===== src/rtl/arb_types.sv =====
// Shared types for the instruction/data memory-port arbiter: FSM states, requester IDs,
// operation codes and the exclude-mask encoding used by the winner select.
package arb_types;

  typedef enum logic [1:0] {
    IDLE    = 2'd0,
    SERVE_I = 2'd1,
    SERVE_D = 2'd2
  } arb_state_t;

  typedef enum logic {
    REQ_I = 1'b0,
    REQ_D = 1'b1
  } arb_req_t;

  typedef enum logic {
    OP_READ  = 1'b0,
    OP_WRITE = 1'b1
  } arb_op_t;

  // Exclude mask: bit 0 masks the fetch requester, bit 1 masks the data requester.
  localparam logic [1:0] EXCL_NONE = 2'b00;
  localparam logic [1:0] EXCL_I    = 2'b01;
  localparam logic [1:0] EXCL_D    = 2'b10;

  function automatic arb_req_t other_req(input arb_req_t r);
    return (r == REQ_I) ? REQ_D : REQ_I;
  endfunction

endpackage


===== src/rtl/arb_pick.sv =====
// Combinational winner select between the fetch and data requesters. Masked requesters are
// ignored; on a tie the requester named by ptr wins.
module arb_pick
  import arb_types::*;
(
  input  logic       pend_i,
  input  logic       pend_d,
  input  logic [1:0] excl,
  input  arb_req_t   ptr,
  output arb_req_t   winner,
  output logic       valid
);

  logic cand_i;
  logic cand_d;

  always_comb begin
    cand_i = pend_i & ~excl[0];
    cand_d = pend_d & ~excl[1];
    valid  = cand_i | cand_d;
    if (cand_i && cand_d) begin
      winner = ptr;
    end else if (cand_d) begin
      winner = REQ_D;
    end else begin
      winner = REQ_I;
    end
  end

endmodule


===== src/rtl/mem_port_arbiter.sv =====
// Arbitrates fetch and data requesters onto one registered memory port.
// Define MEM_ARB_ROUND_ROBIN_EN for round-robin; otherwise data has fixed priority over fetch.
module mem_port_arbiter
  import arb_types::*;
#(
  parameter int unsigned ADDR_W = 32,
  parameter int unsigned DATA_W = 32
) (
  input  logic                clk,
  input  logic                rst,
  input  logic                instr_read,
  input  logic [ADDR_W-1:0]   instr_addr,
  output logic [DATA_W-1:0]   instr_rdata,
  output logic                instr_resp,
  input  logic                data_read,
  input  logic                data_write,
  input  logic [ADDR_W-1:0]   data_addr,
  input  logic [DATA_W-1:0]   data_wdata,
  input  logic [DATA_W/8-1:0] data_mbe,
  output logic [DATA_W-1:0]   data_rdata,
  output logic                data_resp,
  output logic                mem_read,
  output logic                mem_write,
  output logic [ADDR_W-1:0]   mem_addr,
  output logic [DATA_W-1:0]   mem_wdata,
  output logic [DATA_W/8-1:0] mem_mbe,
  input  logic [DATA_W-1:0]   mem_rdata,
  input  logic                mem_resp
);

  localparam int unsigned MbeW = DATA_W / 8;

  typedef struct packed {
    arb_op_t           op;
    logic [ADDR_W-1:0] addr;
    logic [DATA_W-1:0] wdata;
    logic [MbeW-1:0]   mbe;
  } port_req_t;

  arb_state_t        state_q, state_d;
  port_req_t         req_new;
  logic [ADDR_W-1:0] addr_q;
  logic [DATA_W-1:0] wdata_q;
  logic [MbeW-1:0]   mbe_q;
  logic              rd_q, wr_q;

  logic              pend_i, pend_d;
  logic [1:0]        excl;
  arb_req_t          ptr;
  arb_req_t          pick_win;
  logic              pick_valid;
  logic              done;
  logic              take;

  assign pend_i = instr_read;
  assign pend_d = data_read | data_write;
  assign done   = (state_q != IDLE) & mem_resp;

`ifdef MEM_ARB_ROUND_ROBIN_EN
  arb_req_t rr_q;
  arb_req_t served;

  assign served = (state_q == SERVE_D) ? REQ_D : REQ_I;

  // Pointer names the requester preferred on the next tie.
  always_ff @(posedge clk or negedge rst) begin
    if (!rst) begin
      rr_q <= REQ_D;
    end else if (done) begin
      rr_q <= other_req(served);
    end
  end

  assign ptr = rr_q;
`else
  assign ptr = REQ_D;
`endif

  // The just-served requester still holds its request during the response cycle.
  always_comb begin
    excl = EXCL_NONE;
    if (mem_resp) begin
      case (state_q)
        SERVE_I: excl = EXCL_I;
        SERVE_D: excl = EXCL_D;
        default: excl = EXCL_NONE;
      endcase
    end
  end

  arb_pick u_arb_pick (
    .pend_i (pend_i),
    .pend_d (pend_d),
    .excl   (excl),
    .ptr    (ptr),
    .winner (pick_win),
    .valid  (pick_valid)
  );

  always_ff @(posedge clk or negedge rst) begin
    if (!rst) begin
      state_q <= IDLE;
    end else begin
      state_q <= state_d;
    end
  end

  always_comb begin
    state_d = state_q;
    take    = 1'b0;
    unique case (state_q)
      IDLE, SERVE_I, SERVE_D: begin
        if (state_q == IDLE || done) begin
          take = pick_valid;
          if (pick_valid) begin
            state_d = (pick_win == REQ_D) ? SERVE_D : SERVE_I;
          end else begin
            state_d = IDLE;
          end
        end
      end
      default: state_d = IDLE;
    endcase
  end

  // Read-and-write together is treated as a write; reads present all-ones byte enables.
  always_comb begin
    req_new = '0;
    if (pick_win == REQ_D) begin
      req_new.op    = data_write ? OP_WRITE : OP_READ;
      req_new.addr  = data_addr;
      req_new.wdata = data_wdata;
      req_new.mbe   = data_write ? data_mbe : {MbeW{1'b1}};
    end else begin
      req_new.op    = OP_READ;
      req_new.addr  = instr_addr;
      req_new.wdata = '0;
      req_new.mbe   = {MbeW{1'b1}};
    end
  end

  always_ff @(posedge clk or negedge rst) begin
    if (!rst) begin
      addr_q  <= '0;
      wdata_q <= '0;
      mbe_q   <= '0;
      rd_q    <= 1'b0;
      wr_q    <= 1'b0;
    end else if (take) begin
      addr_q  <= req_new.addr;
      wdata_q <= req_new.wdata;
      mbe_q   <= req_new.mbe;
      rd_q    <= (req_new.op == OP_READ);
      wr_q    <= (req_new.op == OP_WRITE);
    end else if (done) begin
      rd_q    <= 1'b0;
      wr_q    <= 1'b0;
    end
  end

  always_comb begin
    mem_read    = rd_q;
    mem_write   = wr_q;
    mem_addr    = addr_q;
    mem_wdata   = wdata_q;
    mem_mbe     = mbe_q;
    instr_resp  = (state_q == SERVE_I) & mem_resp;
    data_resp   = (state_q == SERVE_D) & mem_resp;
    instr_rdata = mem_rdata;
    data_rdata  = mem_rdata;
  end

endmodule

===== config.mk =====
export PLATFORM = sky130hd
export DESIGN_NAME = mem_port_arbiter
export DESIGN_NICKNAME = d
export VERILOG_FILES = /design/src/rtl/arb_types.sv /design/src/rtl/arb_pick.sv /design/src/rtl/mem_port_arbiter.sv
export SDC_FILE = /design/constraint.sdc
export NUM_CORES = 1
export LEC_CHECK = 0
export ABC_AREA = 1
export BUFFER_PORTS_ARGS = -buffer_cell sky130_fd_sc_hd__buf_4
export CAP_MARGIN = 20
export CORE_AREA = 2 2 106 108
export CTS_BUF_LIST = sky130_fd_sc_hd__clkbuf_4
export DETAILED_ROUTE_END_ITERATION = 10
export DIE_AREA = 0 0 108 110
export GPL_ROUTABILITY_DRIVEN = 0
export PLACE_DENSITY_LB_ADDON = 0.1
export SLEW_MARGIN = 25
export SYNTH_ARGS = -nofsm -noshare
export SYNTH_HDL_FRONTEND = slang
export SYNTH_SLANG_ARGS = --single-unit

===== constraint.sdc =====
create_clock -name clk -period 3.4 [get_ports clk]
set_input_delay 0.68 -clock clk [delete_from_list [all_inputs] [get_ports clk]]
set_output_delay 0.68 -clock clk [all_outputs]
set_load 0.005 [all_outputs]

==> impl_metrics.yaml <==
clock_tree:
  cts_resized: 0
  clock_sinks: 72
  clk_pin_slew_ns: 0.11
  cts_hold_buffers: 0
  clockBufferDepth: 2
  numCtsBuffers: 9
  clock_latency_ns: 0.39
  cts_setup_buffers: 0
  cts_tree: "yes"
  clockRootBuffer: "clkbuf_4"
  cts_max_level: 3
cells_and_area:
  nets: 744
  area_delta_synth_final_pct: 28.0
  layout-drive-gt1-share_pct: 33.1
  utilization_pct: 45.6
  mostFrequentLayoutCells: "280 x nand2_1, 179 x buf_4, 72 x dfrtp_1"
  mostFrequentLayoutCell: "nand2_1"
  n_antenna_cell: 0
  stdcell_area_sq_mm: 0.00487
global_routing:
  grt_pass1_wl_microns: 15200
  grt_max_degree: 73
  gr-total-overflow: 0
  gr-usage-all-layers_pct: 16.3
  grt_pass1_vias: 3184
  antenna_found_initial: 0
yosys:
  syn_nets: 639
  ys_warn_count: 0
  synthMuxAreaShare_pct: 0
  synthTopCellsByArea: "dfrtp_1 47%, nand2_1 28%, buf_4 14%"
  synth_top_area_share_pct: 47.3
  synth-compound-area-share_pct: 1.02
  synthCells: 501
  synth_top_family_by_area: "simple AND/OR/NAND/NOR gates"
  ys_seq_area_share_pct: 47.3
  avgSynthCellArea_sq_um: 7.60
  ys_ff_latch: 72
  synth_area_leader_cell: "dfrtp_1"
  syn-cell-area_sq_mm: 0.00381
  synth_fa_ha_area_share_pct: 0
  synth_cell_types: 17
  synthXorXnorAreaFrac_pct: 0
  synthSimpleGateAreaFrac_pct: 33.9
power:
  pwr-share-clk_pct: 15.2
  p_sw_mw: 1.44
  total_leakage_power_nw: 2.85
  p_seq_share_pct: 39.1
  combPwrFrac_pct: 45.7
  ir_drop_uv: 304
  swShare_pct: 37.5
  p_per_area_mw_per_mm2: 791
  p_int_mw: 2.41
critical_path:
  cp_common_cell: "inv_1"
  path_cells: "inv_1 -> nand3_1 -> inv_1 -> buf_4"
  cp_slowest_cell: "dfrtp_1"
  crit_type: "flop to primary output"
  required_ns: 2.72
  critPathMaxFanout: 4
  cp_num_buf_inv: 3
  cp.arrival_ns: 1.28
  cp_top_family: "flip-flops"
  crit_path_end_kind: "primary output"
  max_stage_delay_ns: 0.45
  crit_path_start_kind: "flop"
run_status:
  status: "complete, no violations"
drt:
  antenna_left: 0
  routed_via_density: 4.42
  first_pass_iters: 4
  drt_iter0_markers: 158
  dr_total_vias: 3315
  drc_errors: 0
  finalWirelength_microns: 9540
  wl_per_cell_microns: 12.7
sta:
  setup_violations: 0
  rsz0062_at_grt: "false"
  skew_ns: 0.0103
  slew_violations: 0
  tightest_slew_ns: 0.907
  period_share_pct: 57.7
  relSlewSlack_pct: 39.5
  fmax_ghz: 0.510
  final.min_clock_period_ns: 1.96
  finalHoldViolations: 0
  fin_tns_setup_ns: 0
die:
  die_h_microns: 110
  start_util_pct: 35.6
  die_w_microns: 108
  ios: 274
  dieArea_sq_mm: 0.0119
  num_rows: 38
  core_sq_mm: 0.0107
placed_design:
  dp_hpwl_microns: 6740
  dpl_cell_area_sq_mm: 0.00473
  port_buffers: 177
job:
  drv_cap: 0
min_path:
  min_path_type: "input pin to asynchronous set/reset pin"
cell families after synthesis:
kind of cell | after synthesis
DFF | 72
and+or+nand+nor | 326
AOI/OAI and AO/OA | 6
buffers and inverters | 97
power by group through the flow:
stage               sequential, mW  combinational, mW  clock, mW
floorplan                     1.52              0.934          0
global placement              1.51               1.79          0
detailed placement            1.51               1.81          0
CTS                           1.51               1.81      0.607
global route                  1.56               2.01      0.646
finish                        1.51               1.76      0.586
metal layers:
metal / global-route usage (%) / up-vias / wire length, microns
li1: - / 1675 / -
met1: 21.4 / 1474 / 4240
met2: 25.3 / 153 / 4210
met3: 4.94 / 13 / 975
met4: 6.14 / 0 / 123
met5: 0 / - / 0
through the flow:
step | hold slack [ns] | std cells | power [mW] | setup WS [ns]
2_1_floorplan | 0.384 | 501 | 2.45 | 1.90
3_3_place_gp | 0.456 | 735 | 3.30 | 1.14
3_5_place_dp | 0.460 | 735 | 3.32 | 1.09
4_1_cts | 0.406 | 750 | 3.92 | 1.41
5_1_grt | 0.441 | 750 | 4.21 | 1.27
6_report | 0.384 | 750 | 3.85 | 1.44
Yosys cell counts, drive strengths merged:
cell type and instances:
nand2 283, buf 84, dfrtp 72, nand3 35, inv 10, nor2 8
clkbuf 3, o211ai 2, o21ai 2, o21a 1, o22ai 1
cell type report:
type,instances,area (sq um)
fill,1075,5820
sequential,72,1800
timing repair buffer,181,1380
multi-input combinational,332,1330
tap,140,175
clock buffer,10,75.1
clock inverter,5,72.6
inverter,10,37.5
path summary, 6_finish.rpt:
path / startpoint / end / slack, ns / depth (start not counted)
hold / removal: rst / mem_wdata[7] / 0.38 / 1
setup / recovery: state_q[1] / instr_resp / 1.44 / 4
hold reg to reg: mem_wdata[18] / mem_wdata[18] / 0.48 / 2
setup reg to reg: state_q[0] / mem_addr[29] / 1.48 / 8
max in group asynchronous: rst / mem_addr[11] / 2.40 / 1
min in group clk: mem_wdata[18] / mem_wdata[18] / 0.48 / 2
flip-flops by register name, indices dropped and copies added (netlist names):
name       flops
mem_wdata     32
state_q        2
mem_mbe        4
mem_read       1
mem_addr      32
mem_write      1
No activity file was read; power rests on OpenSTA's default activity.
